## config.mk

```make
export PLATFORM = sky130hd
export DESIGN_NAME = dma_rd_arbiter
export DESIGN_NICKNAME = d
export VERILOG_FILES = /design/src/rtl/dma_rd_arbiter.sv
export SDC_FILE = /design/constraint.sdc
export NUM_CORES = 1
export LEC_CHECK = 0
export ABC_AREA = 0
export BUFFER_PORTS_ARGS = -buffer_cell sky130_fd_sc_hd__buf_2
export CAP_MARGIN = 5
export CORE_ASPECT_RATIO = 0.75
export CORE_MARGIN = 2
export CORE_UTILIZATION = 41
export DETAILED_ROUTE_END_ITERATION = 7
export PLACE_DENSITY = 0.87
export SYNTH_ARGS = -nofsm -noshare
export SYNTH_HDL_FRONTEND = slang
export SYNTH_SLANG_ARGS = --single-unit
```

## constraint.sdc

```tcl
create_clock -name aclk -period 2 [get_ports aclk]
set_input_delay 0.3 -clock aclk [delete_from_list [all_inputs] [get_ports aclk]]
set_output_delay 0.3 -clock aclk [all_outputs]
set_load 0.005 [all_outputs]
```

## src/rtl/dma_rd_arbiter.sv

```systemverilog
// dma_rd_arbiter: two-requester AXI4 read-channel arbiter.
// One burst is outstanding at a time. Address requests are granted
// round-robin: when both requesters ask together, prio_reg picks the winner,
// and after each burst the other requester gets priority. Read data is routed
// back to the granted requester with zero latency. len_err is a sticky flag
// that is set when the number of beats does not match the granted arlen.
`timescale 1ns/1ps

module dma_rd_arbiter #(
    parameter int C_AXI_ID_WIDTH   = 1,
    parameter int C_AXI_ADDR_WIDTH = 32,
    parameter int C_AXI_DATA_WIDTH = 32
) (
    input  logic                        aclk,
    input  logic                        arstn,
    // requester 0
    input  logic [C_AXI_ADDR_WIDTH-1:0] s0_araddr,
    input  logic [7:0]                  s0_arlen,
    input  logic                        s0_arvalid,
    output logic                        s0_arready,
    output logic [C_AXI_DATA_WIDTH-1:0] s0_rdata,
    output logic [1:0]                  s0_rresp,
    output logic                        s0_rlast,
    output logic                        s0_rvalid,
    input  logic                        s0_rready,
    // requester 1
    input  logic [C_AXI_ADDR_WIDTH-1:0] s1_araddr,
    input  logic [7:0]                  s1_arlen,
    input  logic                        s1_arvalid,
    output logic                        s1_arready,
    output logic [C_AXI_DATA_WIDTH-1:0] s1_rdata,
    output logic [1:0]                  s1_rresp,
    output logic                        s1_rlast,
    output logic                        s1_rvalid,
    input  logic                        s1_rready,
    // shared master port
    output logic [C_AXI_ID_WIDTH-1:0]   m_arid,
    output logic [C_AXI_ADDR_WIDTH-1:0] m_araddr,
    output logic [7:0]                  m_arlen,
    output logic [2:0]                  m_arsize,
    output logic [1:0]                  m_arburst,
    output logic                        m_arvalid,
    input  logic                        m_arready,
    input  logic [C_AXI_ID_WIDTH-1:0]   m_rid,
    input  logic [C_AXI_DATA_WIDTH-1:0] m_rdata,
    input  logic [1:0]                  m_rresp,
    input  logic                        m_rlast,
    input  logic                        m_rvalid,
    output logic                        m_rready,
    output logic                        len_err
);

    localparam logic [2:0] ARSIZE = 3'($clog2(C_AXI_DATA_WIDTH / 8));

    typedef enum logic [1:0] {
        ST_IDLE,
        ST_ADDR,
        ST_DATA
    } state_t;

    state_t                      state_reg;
    logic                        prio_reg;
    logic                        idx_reg;
    logic                        len_err_reg;
    logic                        m_arvalid_reg;
    logic [C_AXI_ADDR_WIDTH-1:0] addr_reg;
    logic [7:0]                  len_reg;
    logic [8:0]                  beat_cnt_reg;

    // Requester signals gathered into vectors so per-requester logic is generated.
    logic [1:0]                        req_arvalid;
    logic [1:0]                        req_rready;
    logic [1:0]                        req_arready;
    logic [1:0]                        req_rvalid;
    logic [1:0]                        req_rlast;
    logic [1:0]                        grant;
    logic [1:0]                        route;
    logic [1:0][C_AXI_ADDR_WIDTH-1:0]  req_araddr;
    logic [1:0][7:0]                   req_arlen;

    logic in_idle;
    logic in_data;
    logic win_idx;
    logic accept;
    logic beat;
    logic unused_rid;

    assign req_arvalid = {s1_arvalid, s0_arvalid};
    assign req_rready  = {s1_rready, s0_rready};
    assign req_araddr  = {s1_araddr, s0_araddr};
    assign req_arlen   = {s1_arlen, s0_arlen};

    // The ID returned on the read channel is not needed: only one burst is ever in flight.
    assign unused_rid = ^m_rid;

    // Gating with arstn keeps arready low for the whole reset cycle, not just after an edge.
    assign in_idle = (state_reg == ST_IDLE) && arstn;
    assign in_data = (state_reg == ST_DATA);

    // Lone requester wins; on a tie the priority pointer decides.
    assign grant[0] = req_arvalid[0] & (~req_arvalid[1] | ~prio_reg);
    assign grant[1] = req_arvalid[1] & (~req_arvalid[0] |  prio_reg);
    assign win_idx  = grant[1];
    assign accept   = in_idle & (|req_arvalid);

    generate
        for (genvar gi = 0; gi < 2; gi++) begin : g_req
            localparam logic SEL_IDX = (gi == 1);
            assign req_arready[gi] = in_idle & grant[gi];
            assign route[gi]       = in_data & (idx_reg == SEL_IDX);
            assign req_rvalid[gi]  = route[gi] & m_rvalid;
            assign req_rlast[gi]   = route[gi] & m_rlast;
        end
    endgenerate

    assign s0_arready = req_arready[0];
    assign s1_arready = req_arready[1];
    assign s0_rvalid  = req_rvalid[0];
    assign s1_rvalid  = req_rvalid[1];
    assign s0_rlast   = req_rlast[0];
    assign s1_rlast   = req_rlast[1];
    assign s0_rdata   = m_rdata;
    assign s1_rdata   = m_rdata;
    assign s0_rresp   = m_rresp;
    assign s1_rresp   = m_rresp;

    assign m_rready  = in_data & req_rready[idx_reg];
    assign beat      = in_data & m_rvalid & m_rready;

    assign m_arid    = C_AXI_ID_WIDTH'(idx_reg);
    assign m_araddr  = addr_reg;
    assign m_arlen   = len_reg;
    assign m_arsize  = ARSIZE;
    assign m_arburst = 2'b01;
    assign m_arvalid = m_arvalid_reg;
    assign len_err   = len_err_reg;

    // Arbitration FSM: capture the winner, present its address, then count its beats.
    always_ff @(posedge aclk or negedge arstn) begin
        if (!arstn) begin
            state_reg     <= ST_IDLE;
            prio_reg      <= 1'b0;
            idx_reg       <= 1'b0;
            len_err_reg   <= 1'b0;
            m_arvalid_reg <= 1'b0;
            addr_reg      <= '0;
            len_reg       <= '0;
            beat_cnt_reg  <= '0;
        end else begin
            case (state_reg)
                ST_IDLE: begin
                    if (accept) begin
                        addr_reg      <= req_araddr[win_idx];
                        len_reg       <= req_arlen[win_idx];
                        idx_reg       <= win_idx;
                        m_arvalid_reg <= 1'b1;
                        state_reg     <= ST_ADDR;
                    end
                end
                ST_ADDR: begin
                    if (m_arready) begin
                        m_arvalid_reg <= 1'b0;
                        beat_cnt_reg  <= '0;
                        state_reg     <= ST_DATA;
                    end
                end
                ST_DATA: begin
                    if (beat) begin
                        beat_cnt_reg <= beat_cnt_reg + 9'd1;
                        // Early last, or a non-last beat at the final index, both flag a length error.
                        if (m_rlast && (beat_cnt_reg != {1'b0, len_reg})) begin
                            len_err_reg <= 1'b1;
                        end
                        if (!m_rlast && (beat_cnt_reg == {1'b0, len_reg})) begin
                            len_err_reg <= 1'b1;
                        end
                        if (m_rlast) begin
                            prio_reg  <= ~idx_reg;
                            state_reg <= ST_IDLE;
                        end
                    end
                end
                default: begin
                    state_reg <= ST_IDLE;
                end
            endcase
        end
    end

endmodule
```

==> metrics.yaml <==
status:
  outcome: "finished, final reports clean"
global_routing:
  grt_antenna_before_repair: 0
  grt_max_degree: 84
  grt-ovfl-total: 0
  grt_pass1_wl_mm: 11.9
  track_usage: 0.173
  grt_pass1_vias: 2459
synth:
  synthCells: 345
  synth_ff_type: "dfrtp_1"
  synth-edff-count: 0
  synth_area_mm2: 0.00326
  async_flop_share: 1.00
  ys_seq_elements: 55
  syn_avg_cell_area_um2: 9.44
  ys_types: 35
  ys_seq_area_frac: 0.423
  ys_warn_count: 0
floorplanning:
  num_io_pins: 247
  initial_core_util: 0.417
  dieArea_mm2: 0.00868
  row_count: 28
  die_w_um: 107
  dieHeight_um: 81.2
  core_area_mm2: 0.00781
cts:
  clkSinkCount: 55
  cts_max_level: 2
  clock_latency_ns: 0.31
  ctsResizeCount: 0
  cts-buffers-inserted: 5
  clk_path_buf_depth: 2
  clk_pin_slew_ns: 0.11
  cts_tree: "done"
  cts_root_buf: "clkbuf_8"
sta:
  layout_worst_path_cycle_share: 0.924
  max_clock_freq_mhz: 541
  setup_tns_ns: 0
  min_period_ns: 1.85
  finalMaxSlewViolations: 0
  setup_viol: 0
  worst_pin_slew_ns: 0.648
  finalHoldViolCount: 0
  rsz0062_at_grt: "no"
  max_slew_margin: 0.568
  whs_ns: 0.178
  finalClockSkew_ns: 0.00968
setup_path:
  crit_type: "reg2out"
  crit_required_ns: 1.70
  worstPathMaxFanout: 8
  arrival_ns: 1.55
  end_kind: "output pin"
  startpoint_type: "flip-flop"
cells_and_area:
  regArea_mm2: 0.00138
  layout.nets: 538
  most-common-layout-cells: "138 x buf_2, 55 x dfrtp_1, 49 x nand2_1"
  largest_reg_flops: 32
  diodes: 0
  final_common_cell: "buf_2"
  fillers: 724
  syn2layout_area_growth_pct: 14.0
  drive_above_1_share: 0.391
  multi_input_area_mm2: 0.00129
power:
  pwr-share-comb: 0.374
  p_total_w: 0.00429
  power.share.clock: 0.188
  leakagePower_nw: 2.02
  p_sw_frac: 0.355
  peakVddDrop_uv: 468
  switching_power_w: 0.00152
  p_int_w: 0.00277
  power_density_mw_per_mm2: 1160
  seqPwrFrac: 0.439
flow_run:
  max-cap-violations: 0
placement:
  port-buffer-count: 138
  gp_congestion: 0.859
  place_hpwl_mm: 5.67
route:
  dr.pass1.iters: 4
  via_count: 2485
  routed_wl_mm: 7.39
  via_per_inst: 4.79
  antenna_left: 0
  drt-initial-drc-count: 106
  wl_per_cell_um: 14.2
  drc: 0
worst_hold_path:
  hold_class: "in2async"
[power groups by stage]
stage / sequential, W / combinational (W) / clock [W]
2_1_floorplan: 0.00190 / 0.000919 / 0
3_3_place_gp: 0.00189 / 0.00157 / 0
3_5_place_dp: 0.00190 / 0.00163 / 0
4_1_cts: 0.00188 / 0.00163 / 0.000832
5_1_grt: 0.00194 / 0.00182 / 0.000877
6_report: 0.00188 / 0.00160 / 0.000805
[metrics by stage]
stage                     setup slack (ns)  cells  cell area [um2]   util
final                                0.152    519             3710  0.475
after global routing                0.0191    519             3710  0.475
after CTS                            0.136    519             3710  0.475
after detailed placement             0.334    510             3580  0.458
after global placement               0.355    510             3580  0.458
after floorplan                      0.424    348             3270      -
[repair_timing]
item                      4_1_cts  5_1_grt
buffers inserted                0        0
hold buffers                    1        0
hold endpoints to repair        4        0
[routing by layer]
layer  global-route usage  wire [um]  vias up
li1                     -          -     1211
met1                0.221       3330     1135
met2                0.276       3330      127
met3               0.0610        631       12
met4               0.0584         95        0
met5                    0          0        -
[path summary, 6_finish.rpt]
kind	startpoint	endpoint	slack, ns	cells after the start
worst min register to register	m_araddr[18]	m_araddr[18]	0.49	2
max in group asynchronous	arstn	state_reg[1]	1.38	2
min in group aclk	m_arready	state_reg[0]	0.19	2
worst max register to register	state_reg[0]	beat_cnt_reg[6]	0.31	4
worst min-delay path	arstn	m_araddr[30]	0.18	2
worst max-delay path	prio_reg	s1_arready	0.15	3
[cell families after synthesis]
family          count (synthesis)  share of synthesized area
compound gates                 53                     0.0857
xor+xnor                       12                     0.0323
fa+ha+maj                       1                    0.00384
buf+inv                        92                      0.192
flops                          55                      0.423
mux                            43                      0.133
other cells                     2                    0.00231
simple gates                   87                      0.128
[cell usage after synthesis (2+ instances only)]
cell type / instances / area share
o21ai_0: 45 / 0.069
o21ai_1: 2 / 0.0031
mux2i_1: 42 / 0.13
dfrtp_1: 55 / 0.42
nor2_1: 10 / 0.012
nand2b_1: 2 / 0.0038
nor3b_1: 2 / 0.0046
nor3_1: 4 / 0.0061
or2_2: 2 / 0.0038
xnor2_1: 11 / 0.030
nand2_1: 49 / 0.056
buf_4: 73 / 0.17
a21oi_1: 2 / 0.0031
inv_1: 4 / 0.0046
conb_1: 2 / 0.0023
clkbuf_1: 11 / 0.013
buf_2: 4 / 0.0061
nand4_1: 2 / 0.0038
nor4_1: 3 / 0.0058
nand3_1: 4 / 0.0061
and3_2: 2 / 0.0046
[worst max-delay path, cell delays in order, from the launching register on]
cell and delay (ns):
dfrtp_1 0.44, o21ai_4 0.15, nor4b_1 0.44, buf_2 0.21
[cell type report]
cell class,instances,share of cell area
Clock buffer,6,0.0222
Clock inverter,2,0.0104
Inverter,4,0.00404
Multi-Input combinational cell,201,0.347
Sequential cell,55,0.371
Tap cell,105,0.0354
Timing Repair Buffer,146,0.210
No activity file was read; power rests on OpenSTA's default activity.
